$ cat config.mk
export PLATFORM = sky130hd
export DESIGN_NAME = addr_data_stream_sink
export DESIGN_NICKNAME = d
export VERILOG_FILES = /design/src/rtl/addr_data_pkg.sv /design/src/rtl/sync_fifo_fwft.sv /design/src/rtl/addr_data_stream_sink.sv
export SDC_FILE = /design/constraint.sdc
export NUM_CORES = 1
export LEC_CHECK = 0
export CAP_MARGIN = 20
export CORE_MARGIN = 5
export CORE_UTILIZATION = 57
export CTS_BUF_LIST = sky130_fd_sc_hd__clkbuf_16
export DETAILED_ROUTE_END_ITERATION = 10
export DONT_BUFFER_PORTS = 1
export HOLD_SLACK_MARGIN = 0.06
export PLACE_DENSITY = 0.75
export SYNTH_ARGS = -nofsm -noshare
export SYNTH_HDL_FRONTEND = slang
export SYNTH_SLANG_ARGS = --single-unit
$ cat constraint.sdc
create_clock -name sys_clk -period 7.4 [get_ports sys_clk]
set_input_delay 1.48 -clock sys_clk [delete_from_list [all_inputs] [get_ports sys_clk]]
set_output_delay 1.48 -clock sys_clk [all_outputs]
set_load 0.01 [all_outputs]
$ cat src/rtl/addr_data_pkg.sv
`default_nettype none
// ============================================================================
// Module      : addr_data_pkg
// Description : Shared defaults, a constant clog2 helper and the {addr,data}
//               beat type for the addr/data stream sink.
// Revision    : 1.0 - initial release
// ============================================================================
package addr_data_pkg;

    localparam int c_DATA_WIDTH = 32;
    localparam int c_ADDR_WIDTH = 32;
    localparam int c_DEPTH      = 16;
    localparam int c_ERR_CNT_W  = 16;

    // Ceiling log2 usable in constant expressions (port widths, localparams).
    function automatic int clog2(input int value);
        int result;
        int rem;
        result = 0;
        rem    = value - 1;
        while (rem > 0) begin
            result = result + 1;
            rem    = rem >> 1;
        end
        return result;
    endfunction

    // One beat at the default widths; addr occupies the upper bits so that a
    // packed beat matches the {addr, data} concatenation stored in the FIFO.
    typedef struct packed {
        logic [c_ADDR_WIDTH-1:0] addr;
        logic [c_DATA_WIDTH-1:0] data;
    } beat_t;

    function automatic beat_t pack_beat(input logic [c_ADDR_WIDTH-1:0] addr,
                                        input logic [c_DATA_WIDTH-1:0] data);
        beat_t b;
        b.addr = addr;
        b.data = data;
        return b;
    endfunction

endpackage
`default_nettype wire

$ cat src/rtl/sync_fifo_fwft.sv
`default_nettype none
// ============================================================================
// Module      : sync_fifo_fwft
// Description : Single-clock first-word-fall-through FIFO. The head entry is
//               presented combinationally from the storage array; there is no
//               empty bypass, so a write becomes visible one cycle later.
// Ports       : clk, rst          - clock, synchronous active-high reset
//               i_wr_valid/o_wr_ready/i_wr_data - write handshake
//               o_rd_valid/i_rd_ready/o_rd_data - read handshake (FWFT)
//               o_level           - occupancy 0..DEPTH
// Revision    : 1.0 - initial release
// ============================================================================
module sync_fifo_fwft
    import addr_data_pkg::*;
#(
    parameter int WIDTH = 64,
    parameter int DEPTH = 16
) (
    input  logic                   clk,
    input  logic                   rst,
    input  logic                   i_wr_valid,
    output logic                   o_wr_ready,
    input  logic [WIDTH-1:0]       i_wr_data,
    output logic                   o_rd_valid,
    input  logic                   i_rd_ready,
    output logic [WIDTH-1:0]       o_rd_data,
    output logic [clog2(DEPTH):0]  o_level
);

    localparam int c_PTR_W = clog2(DEPTH);
    localparam int c_LVL_W = c_PTR_W + 1;

    logic [WIDTH-1:0]   r_mem [DEPTH];
    logic [c_PTR_W-1:0] r_wr_ptr;
    logic [c_PTR_W-1:0] r_rd_ptr;
    logic [c_LVL_W-1:0] r_level;

    logic w_full;
    logic w_empty;
    logic w_push;
    logic w_pop;

    assign w_full     = (r_level == c_LVL_W'(DEPTH));
    assign w_empty    = (r_level == '0);
    // Ready is held low through reset so nothing is written while the
    // pointers are being cleared.
    assign o_wr_ready = !w_full && !rst;
    assign o_rd_valid = !w_empty;
    assign w_push     = i_wr_valid && o_wr_ready;
    assign w_pop      = o_rd_valid && i_rd_ready;
    assign o_rd_data  = r_mem[r_rd_ptr];
    assign o_level    = r_level;

    // Storage is intentionally not reset.
    always_ff @(posedge clk) begin
        if (w_push) begin
            r_mem[r_wr_ptr] <= i_wr_data;
        end
    end

    // DEPTH is a power of two, so the pointers wrap naturally.
    always_ff @(posedge clk) begin
        if (rst) begin
            r_wr_ptr <= '0;
            r_rd_ptr <= '0;
            r_level  <= '0;
        end else begin
            if (w_push) begin
                r_wr_ptr <= r_wr_ptr + c_PTR_W'(1);
            end
            if (w_pop) begin
                r_rd_ptr <= r_rd_ptr + c_PTR_W'(1);
            end
            case ({w_push, w_pop})
                2'b10:   r_level <= r_level + c_LVL_W'(1);
                2'b01:   r_level <= r_level - c_LVL_W'(1);
                default: r_level <= r_level;
            endcase
        end
    end

endmodule
`default_nettype wire

$ cat src/rtl/addr_data_stream_sink.sv
`default_nettype none
// ============================================================================
// Module      : addr_data_stream_sink
// Description : Buffers an incrementing addr/data beat stream in an FWFT FIFO,
//               re-emits it downstream and checks that accepted beats step by
//               +1 on both fields. Gaps and dropped beats raise sticky flags.
// Ports       : sys_clk, sys_rst           - clock, synchronous active-high reset
//               in_valid/in_ready/in_addr/in_data     - upstream handshake
//               out_valid/out_ready/out_addr/out_data - downstream handshake
//               level    - FIFO occupancy 0..DEPTH
//               overflow - sticky, a beat was offered while not ready
//               seq_err  - sticky, a sequence gap was seen
//               err_cnt  - saturating count of gaps
// Revision    : 1.0 - initial release
// ============================================================================
module addr_data_stream_sink
    import addr_data_pkg::*;
#(
    parameter int DATA_WIDTH = c_DATA_WIDTH,
    parameter int ADDR_WIDTH = c_ADDR_WIDTH,
    parameter int DEPTH      = c_DEPTH,
    parameter int ERR_CNT_W  = c_ERR_CNT_W
) (
    input  logic                  sys_clk,
    input  logic                  sys_rst,
    input  logic                  in_valid,
    output logic                  in_ready,
    input  logic [ADDR_WIDTH-1:0] in_addr,
    input  logic [DATA_WIDTH-1:0] in_data,
    output logic                  out_valid,
    input  logic                  out_ready,
    output logic [ADDR_WIDTH-1:0] out_addr,
    output logic [DATA_WIDTH-1:0] out_data,
    output logic [clog2(DEPTH):0] level,
    output logic                  overflow,
    output logic                  seq_err,
    output logic [ERR_CNT_W-1:0]  err_cnt
);

    localparam int c_BEAT_W = ADDR_WIDTH + DATA_WIDTH;

    logic [c_BEAT_W-1:0]   w_rd_beat;
    logic                  w_push;
    logic [ADDR_WIDTH-1:0] w_exp_addr;
    logic [DATA_WIDTH-1:0] w_exp_data;
    logic                  w_gap;

    logic                  r_have_ref;
    logic [ADDR_WIDTH-1:0] r_ref_addr;
    logic [DATA_WIDTH-1:0] r_ref_data;
    logic                  r_overflow;
    logic                  r_seq_err;
    logic [ERR_CNT_W-1:0]  r_err_cnt;

    sync_fifo_fwft #(
        .WIDTH (c_BEAT_W),
        .DEPTH (DEPTH)
    ) u_fifo (
        .clk        (sys_clk),
        .rst        (sys_rst),
        .i_wr_valid (in_valid),
        .o_wr_ready (in_ready),
        .i_wr_data  ({in_addr, in_data}),
        .o_rd_valid (out_valid),
        .i_rd_ready (out_ready),
        .o_rd_data  (w_rd_beat),
        .o_level    (level)
    );

    assign out_addr = w_rd_beat[c_BEAT_W-1 -: ADDR_WIDTH];
    assign out_data = w_rd_beat[DATA_WIDTH-1:0];

    // in_ready already carries the reset gating, so this is exactly the
    // FIFO's write condition.
    assign w_push = in_valid && in_ready;

    // Expected values wrap modulo each field width independently.
    assign w_exp_addr = r_ref_addr + ADDR_WIDTH'(1);
    assign w_exp_data = r_ref_data + DATA_WIDTH'(1);
    assign w_gap      = r_have_ref && ((in_addr != w_exp_addr) || (in_data != w_exp_data));

    always_ff @(posedge sys_clk) begin
        if (sys_rst) begin
            r_have_ref <= 1'b0;
            r_ref_addr <= '0;
            r_ref_data <= '0;
            r_overflow <= 1'b0;
            r_seq_err  <= 1'b0;
            r_err_cnt  <= '0;
        end else begin
            // A dropped beat leaves the reference untouched, so the next
            // accepted beat shows up as one gap.
            if (in_valid && !in_ready) begin
                r_overflow <= 1'b1;
            end
            if (w_push) begin
                // Reload unconditionally so one gap counts as one error.
                r_have_ref <= 1'b1;
                r_ref_addr <= in_addr;
                r_ref_data <= in_data;
                if (w_gap) begin
                    r_seq_err <= 1'b1;
                    if (r_err_cnt != '1) begin
                        r_err_cnt <= r_err_cnt + ERR_CNT_W'(1);
                    end
                end
            end
        end
    end

    assign overflow = r_overflow;
    assign seq_err  = r_seq_err;
    assign err_cnt  = r_err_cnt;

endmodule
`default_nettype wire
==> impl_metrics.toml <==
[status]
status = "finished clean"

[logic_synthesis]
syn_area_um2 = 44800
ys.flop_type = "edfxtp_1"
syn_inst = 2261
yosysUniqueCellTypes = 68
avgSynthCellArea_um2 = 19.8
synth_seq_cells = 1124
yosysWarnings = 0
ys_async_sr_fraction = 0
syn-num-nets = 2342
ys_seq_area_frac = 0.732
synth-edff-count = 1024

[clock_network]
cts_buffers = 107
path_clk_slew_ns = 0.06
cts_tree = "done"
worstSkewPairLatency_ns = 0.68
clock_sinks = 1124
ctsHoldBuffers = 0
htreeDepth = 3
post_cts.repair.setup_buffers = 0
root_buffer = "clkbuf_16"
clock_path_buffers = 3
cts.repair.resized = 0

[power]
clkPwrFrac = 0.386
p_leak_nw = 15.2
power_density_nw_per_um2 = 288
p_int_mw = 11.1
max-vdd-ir-drop_mv = 0.280
power.switching_mw = 3.28
p_comb_frac = 0.113
sw_frac_of_total = 0.229
p_seq_frac = 0.501
total_power_mw = 14.4

[worst_hold_path]
holdPathStages = 2
min_from = "r_ref_addr[31]"
hp-class = "flop to flop"
whs_endpoint = "r_ref_addr[31]"

[layout]
regArea_um2 = 32800
drive_gt1_frac = 0.237
final_area_um2 = 49800
fillers = 4951
final_nets = 2382
multi_input_area_um2 = 11600
final_util = 0.641
areaGrowthSynthToFinish_pct = 11.3

[global_routing]
overflow = 0
grt_pass1_wl_um = 154000
grt_max_degree = 137
antenna_found_initial = 0
gr-usage-all-layers = 0.244
grt_pass1_vias = 22895

[worst_setup_path]
worst-path-max-fanout = 90
critical_path_class = "flop to output port"
timing.rr.start = "r_ref_data[0]"
reg2reg_slack_ns = 2.77
r2r_cells = 10
critPathCaptureType = "output port"
r2r-end = "err_cnt[7]"
cp.arrival_ns = 3.58
critPathLaunchType = "flop"
required_ns = 5.92

[run]
maxCapViolCount = 0

[sta]
hold_ws_ns = 0.491
slew_headroom = 0.360
finalSetupViolations = 0
worst_slew_pin_slew_ns = 0.959
final.period_utilization = 0.684
rsz0062_at_grt = "no"
fmax_mhz = 198
hold_viol_final = 0
finalSetupTns_ns = 0
fin_worst_skew_ns = 0.0361
finalCriticalPeriod_ns = 5.06
slew_violations = 0

[placed_design]
postPlaceCellArea_um2 = 46200
numPortBuffers = 0
globalplace.congestion = 0.872
hpwl_um = 54100

[floorplan]
die_height_um = 290
initial_core_util = 0.576
coreArea_um2 = 77700
rows = 102
die_w_um = 290
die_area_um2 = 84200
ios = 157

[detailed_routing]
drt_iter0_drc = 2589
routed_wl_um = 103000
routedWlPerCell_um = 30.0
routed_via_density = 6.55
drc = 0
ant_nets = 0
first_pass_iters = 7
routed-via-count = 22523
==> final cells by class <==
type	count	area share
Antenna cell	1	0.0000502
Clock buffer	109	0.0548
Clock inverter	95	0.0174
Inverter	17	0.00128
Multi-Input combinational cell	1008	0.234
Sequential cell	1124	0.658
Tap cell	1040	0.0261
Timing Repair Buffer	43	0.00874
==> worst max-delay path by stage <==
stage          cells past startpoint  slack, ns             endpoint
6_report                           3       2.34         out_data[30]
5_1_grt                            3       2.02         out_data[27]
4_1_cts                            3       2.20         out_data[14]
3_5_place_dp                       6       2.23  u_fifo.r_mem[10][8]
3_3_place_gp                       6       2.28  u_fifo.r_mem[10][8]
2_1_floorplan                      5       0.18   u_fifo.r_mem[3][0]
==> critical path, cell delays in order (launching register included) <==
cell and delay, ns:
dfxtp_4 0.94, buf_12 0.57, mux4_2 0.61, mux4_2 0.54
==> power groups by stage <==
stage               clock network (mW)  logic [mW]  registers [mW]
finish                            5.55        1.62            7.20
global route                      5.92        1.74            7.22
CTS                               5.63        1.64            7.20
detailed placement                   0        1.62            7.33
global placement                     0        1.59            7.32
floorplan                            0        1.31            7.27
==> stage by stage <==
stage	worst slack [ns]	instances
after global routing	2.02	3436
after detailed placement	2.23	3229
after CTS	2.20	3433
after global placement	2.28	3229
final	2.34	3437
after floorplan	0.178	2261
==> state kept, by name, summed over array words and instances, names as in the netlist, named ones only <==
signal	flops
r_have_ref	1
u_fifo.o_level	5
u_fifo.r_mem	1024
r_ref_addr	32
u_fifo.r_rd_ptr	4
overflow	1
seq_err	1
r_ref_data	32
u_fifo.r_wr_ptr	4
err_cnt	16
==> cells in the mapped netlist, types with 3 or more instances <==
| library cell | instances | area, µm² |
|---|---|---|
| edfxtp_1 | 1024 | 30700 |
| mux4_2 | 320 | 7210 |
| dfxtp_1 | 100 | 2000 |
| nand2_1 | 95 | 357 |
| o21ai_0 | 79 | 395 |
| clkbuf_1 | 72 | 270 |
| nand2b_1 | 69 | 432 |
| nor2_1 | 52 | 195 |
| xnor2_1 | 51 | 447 |
| nand3_1 | 38 | 190 |
| xor2_1 | 37 | 324 |
| buf_1 | 35 | 131 |
| a21oi_1 | 33 | 165 |
| nand4_1 | 26 | 163 |
| and3_1 | 19 | 119 |
| inv_1 | 17 | 63.8 |
| nor4_1 | 17 | 106 |
| and4_1 | 14 | 123 |
| nor3_1 | 14 | 70.1 |
| and2_1 | 13 | 81.3 |
| nor2b_1 | 13 | 81.3 |
| ha_1 | 12 | 150 |
| or3_1 | 11 | 68.8 |
| or4_1 | 7 | 52.6 |
| a31oi_1 | 6 | 37.5 |
| o211ai_1 | 6 | 45.0 |
| a21o_1 | 5 | 37.5 |
| o22ai_1 | 5 | 31.3 |
| o31ai_1 | 5 | 37.5 |
| a211oi_1 | 4 | 30.0 |
| mux2_2 | 4 | 45.0 |
| mux2i_1 | 4 | 40.0 |
| a221oi_2 | 3 | 45.0 |
| nand3b_1 | 3 | 22.5 |
| nor2_2 | 3 | 18.8 |
| nor3b_1 | 3 | 22.5 |
==> metal layers <==
layer  share of wire  global-route usage  up-vias
met5               0                   0        -
met4           0.021              0.0617        0
met3           0.090              0.0526      151
met2            0.51               0.411     1146
met1            0.38               0.331    11846
li1                -                   -     9380
==> cells in the final DEF, fill, tap and decap left out, drive strengths merged, types with 7 or more instances in the layout <==
cell type  netlist  final
a21oi           33     33
and2            13     13
and3            19     19
and4            14     14
buf             39     42
bufinv           0     15
clkbuf          73    110
clkinv           0     46
clkinvlp         0      8
dfxtp          100    100
edfxtp        1024   1024
ha              12     12
inv             17     43
mux4           320    320
nand2           95     95
nand2b          69     69
nand3           38     38
nand4           27     27
nor2            55     55
nor2b           13     13
nor3            14     14
nor4            17     17
o21ai           79     79
or3             11     11
or4              7      7
xnor2           51     51
xor2            37     37
==> kinds of logic after synthesis <==
kind of cell / count (synthesis) / share of synthesized area
xor gates and xnor gates: 88 / 0.0172
AOI/OAI and AO/OA: 169 / 0.0232
and+or+nand+nor: 408 / 0.0494
muxes: 330 / 0.164
DFF: 1124 / 0.732
adders and majority gates: 13 / 0.00380
buffers and inverters: 129 / 0.0113
Note: power is estimated with default switching activity, not from simulation.
